<file path="src/rtl/line_fetch_pkg.sv">
// line_fetch_pkg: Wishbone cycle-type codes and FSM states shared by the line refill master.
package line_fetch_pkg;
    localparam logic [2:0] CTI_CLASSIC = 3'b000;
    localparam logic [2:0] CTI_INCR = 3'b010;
    localparam logic [2:0] CTI_END = 3'b111;
    localparam logic [1:0] BTE_LINEAR = 2'b00;
    typedef enum logic {IDLE = 1'b0, BURST = 1'b1} state_t;
endpackage

</file>
<file path="src/rtl/line_fetch_buf.sv">
// line_fetch_buf: line storage written one word per beat, read out as one flat vector.
module line_fetch_buf #(
    parameter int WORDS = 8,
    parameter int WORD_BITS = 32,
    parameter int IDX_BITS = 3
) (
    input  logic                       clk,
    input  logic                       rst,
    input  logic                       we,
    input  logic [IDX_BITS-1:0]        idx,
    input  logic [WORD_BITS-1:0]       wdata,
    output logic [WORDS*WORD_BITS-1:0] line
);
    logic [WORDS-1:0][WORD_BITS-1:0] mem;
    always_ff @(posedge clk)
        for (int i = 0; i < WORDS; i++)
            if (rst) mem[i] <= '0;
            else if (we && idx == IDX_BITS'(i)) mem[i] <= wdata;
    assign line = mem;
endmodule

</file>
<file path="src/rtl/line_fetch.sv">
// line_fetch: Wishbone master refilling one cache line with a linear incrementing burst.
// Define LINE_FETCH_TIMEOUT_EN to abort a beat after TIMEOUT cycles without ack/err.
module line_fetch
    import line_fetch_pkg::*;
#(
    parameter int WB_ADDR_BITS = 32,
    parameter int WORD_BYTES = 4,
    parameter int LINE_WORDS_BITS = 3,
    parameter int TIMEOUT = 255,
    localparam int WORD_BITS = 8 * WORD_BYTES,
    localparam int AW = WB_ADDR_BITS - 2
) (
    input  logic                                   wbm_clk_i,
    input  logic                                   wbm_rst_i,
    input  logic                                   req_i,
    input  logic [AW-1:0]                          req_addr_i,
    output logic                                   busy_o,
    output logic                                   done_o,
    output logic                                   err_o,
    output logic [(WORD_BITS<<LINE_WORDS_BITS)-1:0] line_o,
    output logic                                   wbm_cyc_o,
    output logic                                   wbm_stb_o,
    output logic                                   wbm_we_o,
    output logic [WORD_BYTES-1:0]                  wbm_sel_o,
    output logic [AW-1:0]                          wbm_addr_o,
    output logic [2:0]                             wbm_cti_o,
    output logic [1:0]                             wbm_bte_o,
    input  logic [WORD_BITS-1:0]                   wbm_data_i,
    input  logic                                   wbm_ack_i,
    input  logic                                   wbm_err_i
);
    localparam int WORDS = 1 << LINE_WORDS_BITS;
    localparam int CW = LINE_WORDS_BITS > 0 ? LINE_WORDS_BITS : 1;
    localparam logic [CW-1:0] LAST = CW'(WORDS - 1);
    state_t state;
    logic [CW-1:0] count;
    logic timeout, abort, beat;
    assign wbm_we_o = 1'b0;
    assign wbm_sel_o = '1;
    assign wbm_bte_o = BTE_LINEAR;
    assign abort = state == BURST && (wbm_err_i || timeout);
    assign beat = state == BURST && wbm_ack_i && !abort;
`ifdef LINE_FETCH_TIMEOUT_EN
    localparam int TW = $clog2(TIMEOUT + 1);
    logic [TW-1:0] wait_cnt;
    assign timeout = !wbm_ack_i && wait_cnt == TW'(TIMEOUT - 1);
    always_ff @(posedge wbm_clk_i)
        wait_cnt <= wbm_rst_i || state != BURST || wbm_ack_i ? '0 : wait_cnt + 1'b1;
`else
    assign timeout = 1'b0;
`endif
    // The address never carries out of the line: it only increments while count < LAST.
    always_ff @(posedge wbm_clk_i)
        if (wbm_rst_i) begin
            state <= IDLE;
            wbm_cyc_o <= 1'b0;
            wbm_stb_o <= 1'b0;
            busy_o <= 1'b0;
            done_o <= 1'b0;
            err_o <= 1'b0;
            wbm_cti_o <= CTI_CLASSIC;
            wbm_addr_o <= '0;
            count <= '0;
        end else begin
            done_o <= 1'b0;
            err_o <= 1'b0;
            if (state == IDLE) begin
                if (req_i) begin
                    state <= BURST;
                    wbm_cyc_o <= 1'b1;
                    wbm_stb_o <= 1'b1;
                    busy_o <= 1'b1;
                    wbm_addr_o <= req_addr_i & ~AW'(WORDS - 1);
                    count <= '0;
                    wbm_cti_o <= LINE_WORDS_BITS == 0 ? CTI_END : CTI_INCR;
                end
            end else if (abort || (beat && wbm_cti_o == CTI_END)) begin
                state <= IDLE;
                wbm_cyc_o <= 1'b0;
                wbm_stb_o <= 1'b0;
                busy_o <= 1'b0;
                wbm_cti_o <= CTI_CLASSIC;
                count <= '0;
                done_o <= !abort;
                err_o <= abort;
            end else if (beat) begin
                wbm_addr_o <= wbm_addr_o + 1'b1;
                count <= count + 1'b1;
                wbm_cti_o <= count + 1'b1 == LAST ? CTI_END : CTI_INCR;
            end
        end
    line_fetch_buf #(.WORDS(WORDS), .WORD_BITS(WORD_BITS), .IDX_BITS(CW)) u_buf (
        .clk(wbm_clk_i),
        .rst(wbm_rst_i),
        .we(beat),
        .idx(count),
        .wdata(wbm_data_i),
        .line(line_o)
    );
endmodule

</file>
<file path="config.mk">
export PLATFORM = sky130hd
export DESIGN_NAME = line_fetch
export DESIGN_NICKNAME = d
export VERILOG_FILES = /design/src/rtl/line_fetch_pkg.sv /design/src/rtl/line_fetch_buf.sv /design/src/rtl/line_fetch.sv
export SDC_FILE = /design/constraint.sdc
export NUM_CORES = 1
export LEC_CHECK = 0
export CORE_MARGIN = 5
export CORE_UTILIZATION = 42
export CTS_CLUSTER_DIAMETER = 120
export DETAILED_ROUTE_END_ITERATION = 8
export HOLD_SLACK_MARGIN = 0.06
export PLACE_DENSITY = 0.74
export SLEW_MARGIN = 20
export SYNTH_ARGS = -nofsm -noshare
export SYNTH_HDL_FRONTEND = slang
export SYNTH_SLANG_ARGS = --single-unit
export TNS_END_PERCENT = 20
</file>
<file path="constraint.sdc">
create_clock -name wbm_clk_i -period 3.8 [get_ports wbm_clk_i]
set_clock_uncertainty 0.2 [all_clocks]
set_input_delay 0.38 -clock wbm_clk_i [delete_from_list [all_inputs] [get_ports wbm_clk_i]]
set_output_delay 0.38 -clock wbm_clk_i [all_outputs]
set_load 0.01 [all_outputs]
</file>
* Word-level counts from Yosys, hierarchy flattened
Cells that the tools add are included.
** Word-level totals
- Register bits :: 296
- Input port bits :: 67
- Output and inout bits :: 301
- Word-level logic and storage cells :: 71
** Operators by class
- Add/sub/neg operators :: 2
- Eq/ne operators :: 13
- Mux-type cells :: 19
- Bitwise operators :: 2
- Reductions and logical operators :: 20
** Operator list (count)
- 30-bit two-way mux :: 4
- 30-bit by 1-bit adder with 30-bit output, second input constant :: 1
- 3-bit two-way mux :: 9
- 3-bit == test, second input constant :: 6
- 1-bit logical AND :: 12
- 3-bit by 2-bit == test with 1-bit output, second input constant :: 2
- 1-bit two-way mux :: 6
- 2-bit by 1-bit != test with 1-bit output, second input constant :: 2
- 2-bit AND reduction :: 2
- 3-bit by 1-bit adder with 3-bit output, second input constant :: 1
- 3-bit by 1-bit == test with 1-bit output, second input constant :: 1
- 3-bit zero test :: 1
- 3-bit by 1-bit != test with 1-bit output, second input constant :: 1
- 3-bit AND reduction :: 1
- 3-bit OR reduction :: 1
- 2-bit != test, second input constant :: 1
- 1-bit inverter :: 2
- 2-bit nonzero test :: 1
- 1-bit zero test :: 1
- 1-bit logical OR :: 1

* Depth between registers and ports, before layout
- Word-level depth :: 7
- Depth in mapped cells :: 8

* Hierarchy
Synthesis repeated with hierarchy kept, for this count alone.
** Second synthesis, totals
- Cells, all modules :: 1212
- Area, all modules :: 12345.6 um^2
** By module, submodules not included
- line_fetch_buf :: instances 1, cells an instance 906, area an instance 10017.1 um^2, seq. area each 5124.9 um^2
- line_fetch :: instances 1, cells an instance 306, area an instance 2328.5 um^2, seq. area each 780.7 um^2

* Worst setup path after synthesis
No wires, ideal clock.
- Path type :: register to register
- From :: reg wbm_addr_o[0]
- To :: reg wbm_addr_o[28]
- Setup time :: 0.079 ns
- Data arrival time :: 1.988 ns
- Required time :: 3.521 ns
- Slack :: 1.533 ns
- Stages on the path, launching flop included :: 7
- Path buffers :: 0
- Clock period less this slack :: 2.267 ns
- Path through :: dfxtp_1 > ha_1 > and4_1 > nor4b_4 > nand3_1 > or4_1 > o211ai_1
** Between the ends
- Word-level cells in the longest chain between the ends :: 4
** RTL lines
- start: declaration :: line line_fetch.sv:25 : output logic [AW-1:0] wbm_addr_o,
- start signal: assignment :: line line_fetch.sv:73 : wbm_addr_o <= req_addr_i & ~AW'(WORDS - 1);
- start signal: assignment :: line line_fetch.sv:87 : wbm_addr_o <= wbm_addr_o + 1'b1;
- 30-bit by 1-bit adder with 30-bit output :: line line_fetch.sv:87
- 30-bit two-way mux :: line line_fetch.sv:86 : end else if (beat) begin
- 30-bit two-way mux :: line line_fetch.sv:77 : end else if (abort || (beat && wbm_cti_o == CTI_END)) begin
- 30-bit two-way mux :: line line_fetch.sv:67 : if (state == IDLE) begin
Every way passes these cells. The select of a mux whose other input is x is not followed.
A chain may end at the register's enable or synchronous reset.

* Worst setup path in the final report
- From :: reg state
- To :: reg wbm_addr_o[20]
** Between the ends
- Word-level cells in the longest chain between the ends :: 7
** RTL lines
- start: declaration :: line line_fetch.sv:35 : state_t state;
- start signal: assignment :: line line_fetch.sv:55 : state <= IDLE;
- start signal: assignment :: line line_fetch.sv:69 : state <= BURST;
- start signal: assignment :: line line_fetch.sv:78 : state <= IDLE;
- 1-bit logical AND :: line line_fetch.sv:41 : assign abort = state == BURST && (wbm_err_i || timeout);
- 1-bit zero test :: line line_fetch.sv:42 : assign beat = state == BURST && wbm_ack_i && !abort;
- 1-bit logical AND :: line line_fetch.sv:42
- 1-bit logical AND :: line line_fetch.sv:77
- 1-bit logical OR :: line line_fetch.sv:77
- 2-bit != test (no line)
- 3-bit AND reduction (no line)
Several ways; a longest one is shown, not always the timed one.

==> impl_metrics.toml <==
[sta]
worst_pin_slew_ns = 1.10
grt_setup_unrepaired = "false"
setup_viol = 0
fmax_mhz = 384
period_needed_ns = 2.60
finalHoldViolations = 0
setup_tns_ns = 0
relSlewSlack = 0.264
post-route-period-util = 0.685
slew_violations = 0

[global_routing]
grt_max_degree = 110
antenna_found_initial = 1
grt_overflow = 0
grtUsageTotal = 0.250
grt_first_pass_wirelength_um = 61200
grt_pass1_vias = 10400

[cts]
cts_buffer_depth = 3
path_clk_slew_ns = 0.07
htree_levels = 1
cts_sinks = 295
clk_latency_ns = 0.56
numCtsBuffers = 31
cts-root-buf = "clkbuf_16"
cts_tree = "done"
post_cts_buffers = 0
cts_resized = 0
hold_buffers = 0

[routing]
vias_per_cell = 5.28
drtPass1Iterations = 7
avgRoutedWirePerCell_um = 19.0
vias = 11200
antenna_left = 0
drt-initial-drc-count = 978
drc_errors = 0
wl_um = 40400

[yosys]
synth_most_common_cell = "nand2_1"
synthFlopType = "dfxtp_1"
syn_area_per_cell_sq_um = 7.64
synth.top_cells.by_area = "dfxtp_1 52%, nand2_1 18%, a21oi_1 13%, clkbuf_1 3.2%, clkbuf_2 1.2%"
yosys_warnings = 0
async_reset_ff_frac = 0
syn-instance-count = 1489
synth_top_area_frac = 0.519
yosysSeqAreaShare = 0.519
syn_area_sq_um = 11400
synth_edf_count = 0
ys_seq_elements = 295
synth.top_cells.by_count = "551 x nand2_1, 295 x dfxtp_1, 285 x a21oi_1"
yosysUniqueCellTypes = 58
synth_area_leader_cell = "dfxtp_1"

[critical_path]
critPathLaunchType = "register"
crit_required_ns = 4.08
r2r-end = "wbm_addr_o[20]"
crit_start = "state"
criticalPathCategory = "register to register"
cp-endpoint = "wbm_addr_o[20]"
worst_setup_path_end_kind = "register"
crit_fanout = 35
r2r_slack_ns = 1.20
timing.rr.start = "state"
rr_worst_depth = 6
arrival_ns = 2.88

[pwr]
sw_frac_of_total = 0.234
combPwrFrac = 0.062
p_sw_w = 0.00158
p_int_w = 0.00517
power_leakage_nw = 5.35
peakVddDrop_uv = 296
p_per_area_nw_per_um2 = 420
p_total_w = 0.00675
power_frac_seq = 0.470
clkPwrFrac = 0.467

[job]
drv_cap = 0

[placed_design]
dp_hpwl_um = 27400
portBuffers = 357
gp_congestion = 0.910

[die]
core-area_sq_um = 26800
floorplan.initialDensity = 0.424
die_height_um = 175
die_area_sq_um = 30500
fp-row-count = 60
ioPinCount = 368
die_w_um = 175

[final_layout]
fin_nets = 1834
num-fill-cells = 2337
syn_to_final_growth_pct = 41.1
drive_above_1_share = 0.0504

[hold_path]
hold_depth = 2
hold_class = "primary input to register"

[outcome]
outcome = "complete, no violations"
-- per-layer routing --
metal  track usage  wire, um
met1         0.314     16700
met5             0         0
met2         0.420     19300
met3        0.0487      2860
met4         0.104      1590
-- placed cells by master, fill, tap and decap left out, types with 4 or more instances in the layout --
master / n
a21oi_1: 284
a22oi_1: 5
a31oi_1: 8
and2_1: 4
and3_1: 14
buf_4: 20
clkbuf_16: 31
clkbuf_8: 13
clkdlybuf4s50_1: 356
clkinv_2: 8
conb_1: 7
dfxtp_1: 295
ha_1: 7
inv_1: 10
mux2i_1: 5
nand2_1: 551
nand3_1: 16
nand4_1: 10
nor2_1: 33
nor2b_1: 6
nor3_1: 15
o21ai_0: 12
o22ai_1: 4
o32ai_1: 5
or4_1: 6
-- power by group through the flow --
stage | Combinational (W) | Clock, W | Sequential [W]
finish | 0.000421 | 0.00315 | 0.00317
global route | 0.000450 | 0.00334 | 0.00318
CTS | 0.000420 | 0.00320 | 0.00317
detailed placement | 0.000417 | 0 | 0.00324
global placement | 0.000412 | 0 | 0.00324
floorplan | 0.000207 | 0 | 0.00325
-- worst min path at each step --
stage	slack (ns)	start	endpoint
global route	0.19	wbm_rst_i	u_buf.line[227]
detailed placement	0.25	u_buf.line[110]	u_buf.line[110]
global placement	0.24	u_buf.line[169]	u_buf.line[169]
floorplan	0.28	u_buf.line[0]	u_buf.line[0]
CTS	0.14	wbm_rst_i	wbm_addr_o[6]
finish	0.16	wbm_rst_i	wbm_addr_o[6]
-- final cells by class --
class / instances / area, sq um / area share
flip-flops and latches: 295 / 5910 / 0.368
multi-input cells: 1041 / 4820 / 0.300
repair buffers: 379 / 3770 / 0.235
clock buffers: 45 / 948 / 0.0591
well taps: 341 / 427 / 0.0266
clock inverters: 13 / 136 / 0.00850
inverters: 12 / 45.0 / 0.00281
diodes: 1 / 2.50 / 0.000156
-- sequential cells by signal, indices dropped and copies added (netlist names) --
register / flops
wbm_addr_o: 30
wbm_stb_o: 1
err_o: 1
count: 3
state: 1
wbm_cti_o: 2
done_o: 1
u_buf.line: 256
-- logic make-up (layout without fill, tap and decap cells) --
logic type | count (synthesis) | after routing | share of synthesized area
adders and majority gates | 7 | 7 | 0.00770
muxes | 5 | 5 | 0.00440
buffers and inverters | 158 | 449 | 0.0606
DFF | 295 | 295 | 0.519
and+or+nand+nor | 678 | 678 | 0.245
AOI/OAI and AO/OA | 344 | 344 | 0.162
other | 2 | 8 | 0.000660
-- through the flow --
stage	instances	instance area, sq um	worst slack (ns)	hold WS [ns]	utilization
2_1_floorplan	1494	11400	1.53	0.281	-
3_3_place_gp	2068	15000	0.934	0.241	0.558
3_5_place_dp	2068	15000	0.865	0.246	0.558
4_1_cts	2126	16000	1.21	0.145	0.599
5_1_grt	2127	16100	1.02	0.192	0.599
6_report	2127	16100	1.20	0.162	0.599
-- critical path: stages (launching register included) --
cell and delay (ns):
dfxtp_1 0.43, buf_4 0.38, clkinv_1 0.58, buf_4 0.41
nor3_1 0.18, a221oi_1 0.11, o31ai_1 0.22
Note: power is estimated with default switching activity, not from simulation.
